--- src/rtl/ps2_dir_if.sv ---
// Byte stream from the PS/2 receiver, the controller's commit strobe, and the
// committed headings and start pulse returned to the game datapath.
interface ps2_dir_if;
  logic       byte_valid;
  logic [7:0] byte_in;
  logic       update;
  logic [1:0] dir_p1;
  logic [1:0] dir_p2;
  logic       start_pulse;

  modport master (output byte_valid, byte_in, update,
                  input  dir_p1, dir_p2, start_pulse);
  modport slave  (input  byte_valid, byte_in, update,
                  output dir_p1, dir_p2, start_pulse);
endinterface

--- src/rtl/ps2_dir_decoder.sv ---
// PS/2 scan-code parser: E0/F0 prefix handling, per-player direction requests
// held pending until the controller's update strobe, 180-degree reversal filter.
module ps2_dir_decoder #(
  parameter int         TIMEOUT       = 1000000,
  parameter int         TO_W          = 20,
  parameter logic [1:0] P1_RESET_DIR  = 2'b11,
  parameter logic [1:0] P2_RESET_DIR  = 2'b10,
  parameter bit         ACCEPT_KEYPAD = 1'b1
) (
  input  logic     CLOCK_50,
  input  logic     resetn,
  ps2_dir_if.slave bus
);
  typedef enum logic [1:0] {S_IDLE, S_EXT, S_BRK, S_EXT_BRK} state_t;

  localparam logic [TO_W-1:0] TO_LAST = TO_W'(TIMEOUT - 1);

  state_t          state, state_nxt;
  logic [TO_W-1:0] to_cnt, to_cnt_nxt;
  logic [1:0]      dir_p1, dir_p2, pend_p1, pend_p2;
  logic [1:0]      req_p1, req_p2, ref_p1, ref_p2;
  logic            req_p1_v, req_p2_v, acc_p1, acc_p2;
  logic            start_nxt, start_q, to_hit;

  // {hit, dir} for the arrow / keypad codes shared by E0 and plain decode
  function automatic logic [2:0] arrow_dec(input logic [7:0] b);
    case (b)
      8'h75:   arrow_dec = 3'b1_01;
      8'h72:   arrow_dec = 3'b1_00;
      8'h6B:   arrow_dec = 3'b1_10;
      8'h74:   arrow_dec = 3'b1_11;
      default: arrow_dec = 3'b0_00;
    endcase
  endfunction

  function automatic logic [2:0] wasd_dec(input logic [7:0] b);
    case (b)
      8'h1D:   wasd_dec = 3'b1_01;
      8'h1B:   wasd_dec = 3'b1_00;
      8'h1C:   wasd_dec = 3'b1_10;
      8'h23:   wasd_dec = 3'b1_11;
      default: wasd_dec = 3'b0_00;
    endcase
  endfunction

  function automatic logic opposite(input logic [1:0] a, input logic [1:0] b);
    opposite = (a[1] == b[1]) && (a[0] != b[0]);
  endfunction

  assign to_hit = (to_cnt == TO_LAST);

  always_comb begin
    state_nxt  = state;
    req_p1_v   = 1'b0;
    req_p1     = 2'b00;
    req_p2_v   = 1'b0;
    req_p2     = 2'b00;
    start_nxt  = 1'b0;
    if (bus.byte_valid) begin
      case (state)
        S_IDLE: begin
          if (bus.byte_in == 8'hE0)      state_nxt = S_EXT;
          else if (bus.byte_in == 8'hF0) state_nxt = S_BRK;
          else begin
            {req_p2_v, req_p2} = wasd_dec(bus.byte_in);
            if (ACCEPT_KEYPAD) {req_p1_v, req_p1} = arrow_dec(bus.byte_in);
            start_nxt = (bus.byte_in == 8'h29);
          end
        end
        S_EXT: begin
          if (bus.byte_in == 8'hF0)      state_nxt = S_EXT_BRK;
          else if (bus.byte_in != 8'hE0) begin
            {req_p1_v, req_p1} = arrow_dec(bus.byte_in);
            state_nxt = S_IDLE;
          end
        end
        default: state_nxt = S_IDLE;
      endcase
    end else if (state != S_IDLE && to_hit) begin
      state_nxt = S_IDLE;
    end
  end

  always_comb begin
    to_cnt_nxt = to_cnt + 1'b1;
    if (bus.byte_valid || state == S_IDLE || to_hit) to_cnt_nxt = '0;
  end

  // Reversal check is against the heading dir will hold after this edge
  assign ref_p1 = bus.update ? pend_p1 : dir_p1;
  assign ref_p2 = bus.update ? pend_p2 : dir_p2;
  assign acc_p1 = req_p1_v && !opposite(req_p1, ref_p1);
  assign acc_p2 = req_p2_v && !opposite(req_p2, ref_p2);

  always_ff @(posedge CLOCK_50) begin
    if (!resetn) begin
      state   <= S_IDLE;
      to_cnt  <= '0;
      dir_p1  <= P1_RESET_DIR;
      pend_p1 <= P1_RESET_DIR;
      dir_p2  <= P2_RESET_DIR;
      pend_p2 <= P2_RESET_DIR;
      start_q <= 1'b0;
    end else begin
      state   <= state_nxt;
      to_cnt  <= to_cnt_nxt;
      start_q <= start_nxt;
      if (acc_p1) pend_p1 <= req_p1;
      if (acc_p2) pend_p2 <= req_p2;
      if (bus.update) begin
        dir_p1 <= pend_p1;
        dir_p2 <= pend_p2;
      end
    end
  end

  assign bus.dir_p1      = dir_p1;
  assign bus.dir_p2      = dir_p2;
  assign bus.start_pulse = start_q;
endmodule

--- src/flat_wrapper.sv ---
// flat-port wrapper written by rule: the top's interface ports become plain ports
module ps2_dir_decoder_flat 
#(
  parameter int         TIMEOUT       = 1000000,
  parameter int         TO_W          = 20,
  parameter logic [1:0] P1_RESET_DIR  = 2'b11,
  parameter logic [1:0] P2_RESET_DIR  = 2'b10,
  parameter bit         ACCEPT_KEYPAD = 1'b1
)
  (CLOCK_50, resetn, bus_byte_valid, bus_byte_in, bus_update, bus_dir_p1, bus_dir_p2, bus_start_pulse);
  ps2_dir_if bus_i ();
  input  logic CLOCK_50;
  input  logic resetn;
  input wire logic [$bits(bus_i.byte_valid)-1:0] bus_byte_valid;
  input wire logic [$bits(bus_i.byte_in)-1:0] bus_byte_in;
  input wire logic [$bits(bus_i.update)-1:0] bus_update;
  output wire logic [$bits(bus_i.dir_p1)-1:0] bus_dir_p1;
  output wire logic [$bits(bus_i.dir_p2)-1:0] bus_dir_p2;
  output wire logic [$bits(bus_i.start_pulse)-1:0] bus_start_pulse;
  assign bus_i.byte_valid = bus_byte_valid;
  assign bus_i.byte_in = bus_byte_in;
  assign bus_i.update = bus_update;
  assign bus_dir_p1 = bus_i.dir_p1;
  assign bus_dir_p2 = bus_i.dir_p2;
  assign bus_start_pulse = bus_i.start_pulse;
  ps2_dir_decoder #(.TIMEOUT(TIMEOUT), .TO_W(TO_W), .P1_RESET_DIR(P1_RESET_DIR), .P2_RESET_DIR(P2_RESET_DIR), .ACCEPT_KEYPAD(ACCEPT_KEYPAD)) u_core (.CLOCK_50(CLOCK_50), .resetn(resetn), .bus(bus_i));
endmodule
--- config.mk ---
export PLATFORM = sky130hd
export DESIGN_NAME = ps2_dir_decoder_flat
export DESIGN_NICKNAME = d
export VERILOG_FILES = /design/src/rtl/ps2_dir_if.sv /design/src/rtl/ps2_dir_decoder.sv /design/src/flat_wrapper.sv
export SDC_FILE = /design/constraint.sdc
export NUM_CORES = 1
export LEC_CHECK = 0
export CAP_MARGIN = 20
export CORE_ASPECT_RATIO = 0.7
export CORE_MARGIN = 1.5
export CORE_UTILIZATION = 62
export CTS_BUF_LIST = sky130_fd_sc_hd__clkbuf_4
export DETAILED_ROUTE_END_ITERATION = 6
export GPL_ROUTABILITY_DRIVEN = 1
export PLACE_DENSITY_LB_ADDON = 0.3
export SYNTH_ARGS = -nofsm -noshare
export SYNTH_HDL_FRONTEND = slang
export SYNTH_SLANG_ARGS = --single-unit
export TNS_END_PERCENT = 100
--- constraint.sdc ---
create_clock -name CLOCK_50 -period 3.3 [get_ports CLOCK_50]
set_input_delay 0.495 -clock CLOCK_50 [delete_from_list [all_inputs] [get_ports CLOCK_50]]
set_output_delay 0.495 -clock CLOCK_50 [all_outputs]
set_load 0.02 [all_outputs]
Word-level counts from Yosys, hierarchy flattened
Index checks and enable logic that the tools add are counted.
{ "totals": {"register_bits": 31, "elab_cells": 77, "in_bits": 12} }
{ "op_classes": {"add_sub_neg": 1, "n_eq_ne": 20, "reduce_logical": 15, "n_mux": 31, "bitwise": 3} }
{ "ops": {"columns": ["op", "n"], "rows": [
  ["2-bit 2-to-1 mux", 17],
  ["8-bit by 7-bit == test with 1-bit output, second input constant", 4],
  ["8-bit by 5-bit == test with 1-bit output, second input constant", 3],
  ["3-bit case mux with 4 select lines", 2],
  ["20-bit by 1-bit adder with 20-bit output, second input constant", 1],
  ["20-bit == test, second input constant", 1],
  ["8-bit by 6-bit == test with 1-bit output, second input constant", 2],
  ["8-bit == test, second input constant", 2],
  ["1-bit 2-to-1 mux", 9],
  ["4-bit by 2-bit != test with 1-bit output, second input constant", 2],
  ["8-bit != test, second input constant", 1],
  ["2-bit case mux with 2 select lines", 2],
  ["1-bit logical AND", 5],
  ["5-bit OR reduction", 1],
  ["2-bit nonzero test", 2],
  ["1-bit inverter", 3],
  ["3-bit AND reduction", 1],
  ["1-bit == test", 2],
  ["2-bit by 1-bit == test with 1-bit output, second input constant", 1],
  ["1-bit zero test", 2],
  ["2-bit zero test", 1],
  ["1-bit logical OR", 2],
  ["1-bit != test", 2],
  ["1-bit case mux with 2 select lines", 1],
  ["2-bit OR reduction", 1]
]} }

Logic depth before layout (Yosys ltp)
Gate-level depths: netlist of the first run.
{ "depth": {"word_depth": 10, "ltp_mapped": 7, "ltp_nobuf": 6} }

Worst setup path after synthesis of the first run
No wires, ideal clock.
{ "synth_path": {"path_type": "input to register", "startpoint": "input port bus_byte_in[3]", "endpoint": "register u_core.pend_p1[0]", "setup_ns": 0.072, "path_stages": 5, "arrival_ns": 1.930, "required_ns": 3.228, "path_slack_ns": 1.299, "path_cell_list": "nand3b_2 o41ai_2 xor2_1 a2111oi_2 mux2i_1"} }
{ "synth_between": {"elab_chain_cells": 10, "elab_cells_between_ends": 25, "classes_between": "9 x eq/ne; 13 x mux; 3 x reduce/logical"} }
{ "synth_lines": {"columns": ["item", "line_no", "rtl"], "rows": [
  ["start, declared", "flat_wrapper.sv:15", "input wire logic [$bits(bus_i.byte_in)-1:0] bus_byte_in;"],
  ["8-bit by 7-bit == test with 1-bit output", "ps2_dir_decoder.sv:27", "case (b)"],
  ["3-bit case mux with 4 select lines", "ps2_dir_decoder.sv:27", null],
  ["2-bit 2-to-1 mux (on tied branches)", "ps2_dir_decoder.sv:72, ps2_dir_decoder.sv:63", null],
  ["2-bit 2-to-1 mux (on tied branches)", "ps2_dir_decoder.sv:71, ps2_dir_decoder.sv:62", null],
  ["2-bit case mux with 2 select lines", "ps2_dir_decoder.sv:60", "case (state)"],
  ["2-bit 2-to-1 mux", "ps2_dir_decoder.sv:59", "if (bus.byte_valid) begin"],
  ["1-bit == test / 1-bit != test (equally long branches)", "ps2_dir_decoder.sv:47", "opposite = (a[1] == b[1]) && (a[0] != b[0]);"],
  ["1-bit logical AND", "ps2_dir_decoder.sv:47", null],
  ["1-bit zero test", "ps2_dir_decoder.sv:92", "assign acc_p1 = req_p1_v && !opposite(req_p1, ref_p1);"],
  ["1-bit logical AND", "ps2_dir_decoder.sv:92", null],
  ["end signal, assigned", "ps2_dir_decoder.sv:108", "if (acc_p1) pend_p1 <= req_p1;"],
  ["end, declared", "ps2_dir_decoder.sv:20", "logic [1:0] dir_p1, dir_p2, pend_p1, pend_p2;"]
]} }
Several ways; a longest one is shown, not always the timed one.
A chain may end at the register's enable or synchronous reset.

Worst setup path in the final report of the first run
Same ends and word-level chain as after synthesis.

==> metrics.md, run 1 <==
| Metric | Value |
|---|---|
| Hold WC Path Type | reg -> reg |
| Max Fclk | around 430 MHz |
| Row count | 15 |
| Sequential area share after synthesis | 39.43% |
| Power Density | 350.7 nW/um^2 |
| Seq pwr share | 59.3% |
| Clock share of power | 33.1% |
| RSZ-0062 raised after global routing | no |
| CTS Hold Bufs | 0 |
| P_int | a little under 0.0005 W |
| Combinational power share | ~7.6% |
| Post-synth top flop | dfxtp_1 |
| Met3 Usage GRT | 7.731% |
| Post-synth EDFFs | 0 |
| TritonCTS buffer count | 5 |
| Critical path data arrival time | 2.60 ns |
| Slowest cell on crit path | clkdlybuf4s50_1 |
| Clk pin slew, worst setup/hold paths | 0.09 ns |
| DRC Markers | 0 |
| Multi-input logic area | 903.4 um^2 |
| Maximum VDD drop | 0.2579 mV |
| GR peak layer | met2 |
| 1st-iter DRT viols | 86 |
| Starting Density | 64.51% |
| # clock sinks | 31 |
| Root Driver | clkbuf_4 |
| Die Span Y | around 45 um |
| Most frequent cells in the layout | 32 x nor2_1, 31 x dfxtp_1, 16 x clkdlybuf4s50_1 |
| Post-CTS Setup Bufs | 0 |
| Yosys top cell area share | 39.43% |
| Critical path's largest stage delay | 0.49 ns |
| WL/cell | between 10 and 15 um |
| Ant diodes | 0 |
| Met1 usage | 32.34% |
| CP Launch Type | input pin |
| WP data required | 3.57 ns |
| Final ANT Viol Nets | 0 |
| Endpoint class of the critical path | register |
| Final Hold Vio Count | 0 |
| First-pass DRT Iterations | 4 |
| Maximum number of pins on one net before global-route repair | 21 |
| DIE AREA | 2855 um^2 |
| DR vias | between 1000 and 1500 |
| Slew @ Worst Pin | 0.6260 ns |
| Number of global-route vias before repair | 1126 |
| Met2 usage | approximately 38% |
| CP Cell Sequence | clkdlybuf4s50_1 > nand3b_2 > o41ai_2 > xor2_1 > a2111oi_2 > mux2i_1 |
| Total GRT Usage | 24.41% |
| Gr ovfl total | 0 |
| Synth cell types | 46 |
| Gpl congestion | 0.8208 |
| Commonest non-fill, non-tap cell in the layout | nor2_1 |
| Max Cap Viol | 0 |
| Count of final setup violators | 0 |
| IO Port Bufs | 16 |
| Fin crit period | 2.338 ns |
| CTS tree | done |
| Slew Limit Headroom | 57.94% |
| Via-to-Cell Ratio | between 5 and 6 |
| Mapped Nets | 187 |
| Post-synthesis cell count | 174 |
| FFs w/ async S/R, synth | 0% |
| Seq cells post-synth | 31 |
| Setup TNS | 0 ns |
| Post-DP HPWL | 2.409 mm |
| Yosys top cell by area | dfxtp_1 |
| Hold_ws | 0.4839 ns |
| LEAKAGE | 0.6417 nW |
| H-tree depth | 2 |
| Synthesized area | between 1500 and 2000 um^2 |
| Area contributors post-synth | dfxtp_1 39%, nor2_1 7.6%, xnor2_1 6.7% |
| Slew Viols, Final | 0 |
| Period utilization | 70.84% |
| Mapped Avg Cell Area | 9.046 um^2 |
| Max Buffers Root-to-Sink | 2 |
| Area Growth Syn to Fin | 14.71% |
| I/O Pins | 17 |
| Nets | about 200 |
| YS warnings | 0 |
| Psw | 0.0001493 W |
| Sw Ratio | 23.58% |
| PostCTS Resize Cnt | 0 |
| Max Fanout on Critical Path | 5 |
| Layout cell share with drive strength beyond 1 | 10.82% |
| Worst-skew pair later-pin latency | around 0.33 ns |
| Core area | roughly 2400 um^2 |
| Initial antenna violation count | 0 |
| Filler Cell Count | approximately 190 |
| Fin Clk Skew | 0.008902 ns |
| First-pass GRT wire length | 5.119 mm |
| Routed Wire Length | 3.170 mm |
| Setup CP Type | in -> reg |
| Die width | 63.22 um |
| Sequential cell area | 620.6 um^2 |
| Outcome | complete, no violations |
[worst max-delay path: cells and delay by family]
| kind | cells | cell delay, ns |
|---|---|---|
| xor+xnor | 1 | 0.13 |
| mux | 1 | 0.23 |
| buf+inv | 1 | 0.49 |
| simple gates | 1 | 0.32 |
| compound gates | 2 | 0.93 |
[cell usage after synthesis, drive strengths merged, types with 2 or more instances]
cell	count
inv	5
xnor2	12
nand3	13
and2	2
o221a	2
nand2b	2
mux2i	7
nand4	3
nor3b	2
nor2	32
buf	2
xor2	10
dfxtp	31
or2b	3
o211ai	3
clkbuf	3
nor4	5
nor3	6
and3	5
nand2	9
[kinds of logic after synthesis]
family | share of synthesized area, %
AND/OR/NAND/NOR | 30.45
flip-flops | 39.43
XOR/XNOR | 12.24
AO/OA/AOI/OAI | 8.505
buffers and inverters | 3.180
multiplexers | 5.405
adder cells (fa/ha/maj) | 0.7948
[layer usage]
layer	vias to the layer above	routed length, um	share of wire, %
li1	641	-	-
met1	581	1585	50
met2	26	1374	43
met3	6	173	5.5
met4	0	37	1.2
met5	-	0	0
[final cells by class]
type,instances,area share (%)
Timing Repair Buffer,17,9.286
Tap cell,34,2.356
Clock buffer,6,2.495
Inverter,5,1.040
Multi-Input combinational cell,133,50.03
Clock inverter,2,0.4158
Sequential cell,31,34.37
[power groups by stage]
stage	sequential (W)	combinational (W)	clock, W
2_1_floorplan	0.000384	0.0000258	0
3_3_place_gp	0.000384	0.0000453	0
3_5_place_dp	0.000384	0.0000469	0
4_1_cts	0.000376	0.0000472	0.000215
5_1_grt	0.000376	0.0000506	0.000229
6_report	0.000376	0.0000479	0.000210
[path summary, 6_finish.rpt]
check                                 start                              to  slack (ns)  cells after the start
max                          bus_byte_in[3]  u_core.pend_p1[0]$_SDFFE_PN1P_        0.96                      6
min          u_core.pend_p2[0]$_SDFFE_PN0P_  u_core.pend_p2[0]$_SDFFE_PN0P_        0.48                      2
max reg2reg     u_core.to_cnt[7]$_SDFF_PP0_    u_core.to_cnt[19]$_SDFF_PP0_        1.47                      5
min reg2reg  u_core.pend_p2[0]$_SDFFE_PN0P_  u_core.pend_p2[0]$_SDFFE_PN0P_        0.48                      2
[flip-flops by register name, indices dropped and copies added (netlist names)]
register                count
u_core.bus.dir_p1           2
u_core.bus.dir_p2           2
u_core.bus.start_pulse      1
u_core.pend_p1              2
u_core.pend_p2              2
u_core.state                2
u_core.to_cnt              20
[per-stage QoR]
stage / total power (W) / instance area, um^2 / utilization [%] / instances / setup slack, ns
final: 0.0006331 / 1805 / 74.00 / 228 / 0.9622
after global routing: 0.0006560 / 1805 / 74.00 / 228 / 0.8448
after CTS: 0.0006385 / 1805 / 74.00 / 228 / 0.9663
after detailed placement: 0.0004314 / 1753 / 71.85 / 220 / 0.6036
after global placement: 0.0004297 / 1753 / 71.85 / 220 / 0.7513
after floorplan: 0.0004103 / 1574 / - / 174 / 1.299
Note: power is estimated with default switching activity, not from simulation.
==> run 2: changes to the inputs <==
Settings changed: CORE_UTILIZATION 62 to 58.
Clock period 3.3 ns to 2.3 ns, I/O delays scaled along.
==> run 2 against run 1 <==
Net effect: sequential share of layout area shrank 1.6 points; die area up 6.5%; register-to-register slack got worse by 0.99 ns; global-route usage rose by 2.8 points; design area increased by 5.0%; combinational power up 78%; sequential cell count is the same; non-clock buffer count grew 13; critical path depth unchanged; cell count up 4.8%; highest routed layer unchanged.
==> metrics.md, run 2 (synthesis results as in run 1) <==
| Metric | Value |
|---|---|
| Outcome | complete, no violations |
| Total GRT Usage | 27.18% |
| Fin Clk Skew | 0.002096 ns |
| WP data required | 2.56 ns |
| Layout cell share with drive strength beyond 1 | 16.59% |
| Routed Wire Length | 3.562 mm |
| Critical path data arrival time | 2.35 ns |
| Max Fclk | 478.7 MHz |
| # clock sinks | 31 |
| Starting Density | 62.59% |
| Period utilization | 90.82% |
| Gpl congestion | 0.8281 |
| Final Hold Vio Count | 0 |
| Combinational power share | 9.4% |
| Psw | 0.0002069 W |
| Slew Viols, Final | 0 |
| Die Span Y | between 40 and 50 um |
| Slew Limit Headroom | about three fifths |
| Post-DP HPWL | 2.809 mm |
| TritonCTS buffer count | 5 |
| Sw Ratio | 22.79% |
| Clk pin slew, worst setup/hold paths | 0.08 ns |
| Seq pwr share | 59.4% |
| Count of final setup violators | 0 |
| Number of global-route vias before repair | 1296 |
| Worst-skew pair later-pin latency | 0.32 ns |
| Most frequent cells in the layout | 32 x nor2_1, 31 x dfxtp_1, 16 x clkdlybuf4s50_1 |
| Reg2reg setup slack | 0.48 ns |
| PostCTS Resize Cnt | 0 |
| DRC Markers | 0 |
| Area Growth Syn to Fin | 20.43% |
| Maximum number of pins on one net before global-route repair | 21 |
| Commonest non-fill, non-tap cell in the layout | nor2_1 |
| Placed cell count | 233 |
| IO Port Bufs | 16 |
| Slew @ Worst Pin | 0.6110 ns |
| CP Launch Type | input pin |
| Filler Cell Count | 195 |
| Row count | 15 |
| Fin crit period | 2.089 ns |
| DIE AREA | approximately 3000 um^2 |
| Final ANT Viol Nets | 0 |
| I/O Pins | 17 |
| Max Fanout on Critical Path | 5 |
| First-pass GRT wire length | 5.961 mm |
| CTS tree | done |
| Layout Cells excl Fill | 239 |
| Post-CTS Setup Bufs | 0 |
| Core area | roughly 2500 um^2 |
| First-pass DRT Iterations | 4 |
| Clock share of power | 31.2% |
| Area after DPL | 1851 um^2 |
| LEAKAGE | 0.7023 nW |
| P_int | 0.0007008 W |
| Max Cap Viol | 0 |
| Setup WS post-layout | 0.2111 ns |
| Ant diodes | 0 |
| WL/cell | between 10 and 15 um |
| Pre-CTS setup slack | -0.1169 ns |
| Sequential cell area | 620.6 um^2 |
| Maximum VDD drop | 0.3232 mV |
| Biggest register | u_core.to_cnt |
| Endpoint class of the critical path | register |
| Setup TNS | 0 ns |
| Hold WC Path Type | reg -> reg |
| DR vias | approximately 1300 |
| Max reg flops | 20 |
| Via-to-Cell Ratio | 5.636 |
| Power Density | approximately 480 nW/um^2 |
| 1st-iter DRT viols | 125 |
| Die width | between 60 and 70 um |
| Max Buffers Root-to-Sink | 2 |
| H-tree depth | 2 |
| Setup CP Type | in -> reg |
| RSZ-0062 raised after global routing | no |
| Multi-input logic area | 903.4 um^2 |
| CTS Hold Bufs | 0 |
| Total power | about 0.00091 W |
| Initial antenna violation count | 0 |
| Root Driver | clkbuf_4 |
| Gr ovfl total | 0 |
| Post-route cell area | 1896 um^2 |
| Nets | 219 |
-- run 2: cell count changes in the layout (fill, tap and decap cells not counted), sizes merged --
cell,delta
buf,+13
clkinv,-2
-- run 2: area by class of cell --
cell class | instances | share of cell area (%)
inverters | 5 | 0.9901
multi-input cells | 133 | 47.66
flip-flops and latches | 31 | 32.74
clock buffers | 6 | 2.376
repair buffers | 30 | 13.99
well taps | 34 | 2.244
-- run 2: worst max-delay path, cell delays in order --
cell	delay (ns)
clkdlybuf4s50_1	0.47
nand2b_2	0.28
o41ai_2	0.38
xor2_1	0.14
a2111oi_2	0.50
mux2i_1	0.23
-- run 2: metrics by stage --
step / utilization (%) / hold slack [ns]
floorplan: - / 0.4205
global placement: 73.58 / 0.4467
detailed placement: 73.58 / 0.4540
CTS: 75.37 / 0.4705
global route: 75.37 / 0.4933
finish: 75.37 / 0.4851
-- run 2: power by group through the flow --
stage	logic [W]	registers (W)	clock network (W)
floorplan	0.0000371	0.000552	0
global placement	0.0000799	0.000551	0
detailed placement	0.0000832	0.000552	0
CTS	0.0000839	0.000539	0.000291
global route	0.0000907	0.000540	0.000320
finish	0.0000851	0.000539	0.000284
-- run 2: per-layer routing --
| metal | global-route usage [%] | wire length, um | vias to the layer above |
|---|---|---|---|
| met5 | 0 | 0 | - |
| met4 | 6.250 | 19 | 0 |
| met3 | 9.780 | 265 | 4 |
| li1 | - | - | 670 |
| met2 | 40.20 | 1602 | 35 |
| met1 | 38.08 | 1674 | 638 |
-- run 2: final timing paths --
path | from | to | cells after the start
max | bus_byte_in[7] | u_core.pend_p1[1]$_SDFFE_PN1P_ | 6
min reg2reg | u_core.pend_p2[0]$_SDFFE_PN0P_ | u_core.pend_p2[0]$_SDFFE_PN0P_ | 2
min | u_core.pend_p2[0]$_SDFFE_PN0P_ | u_core.pend_p2[0]$_SDFFE_PN0P_ | 2
max reg2reg | u_core.to_cnt[7]$_SDFF_PP0_ | u_core.to_cnt[19]$_SDFF_PP0_ | 5
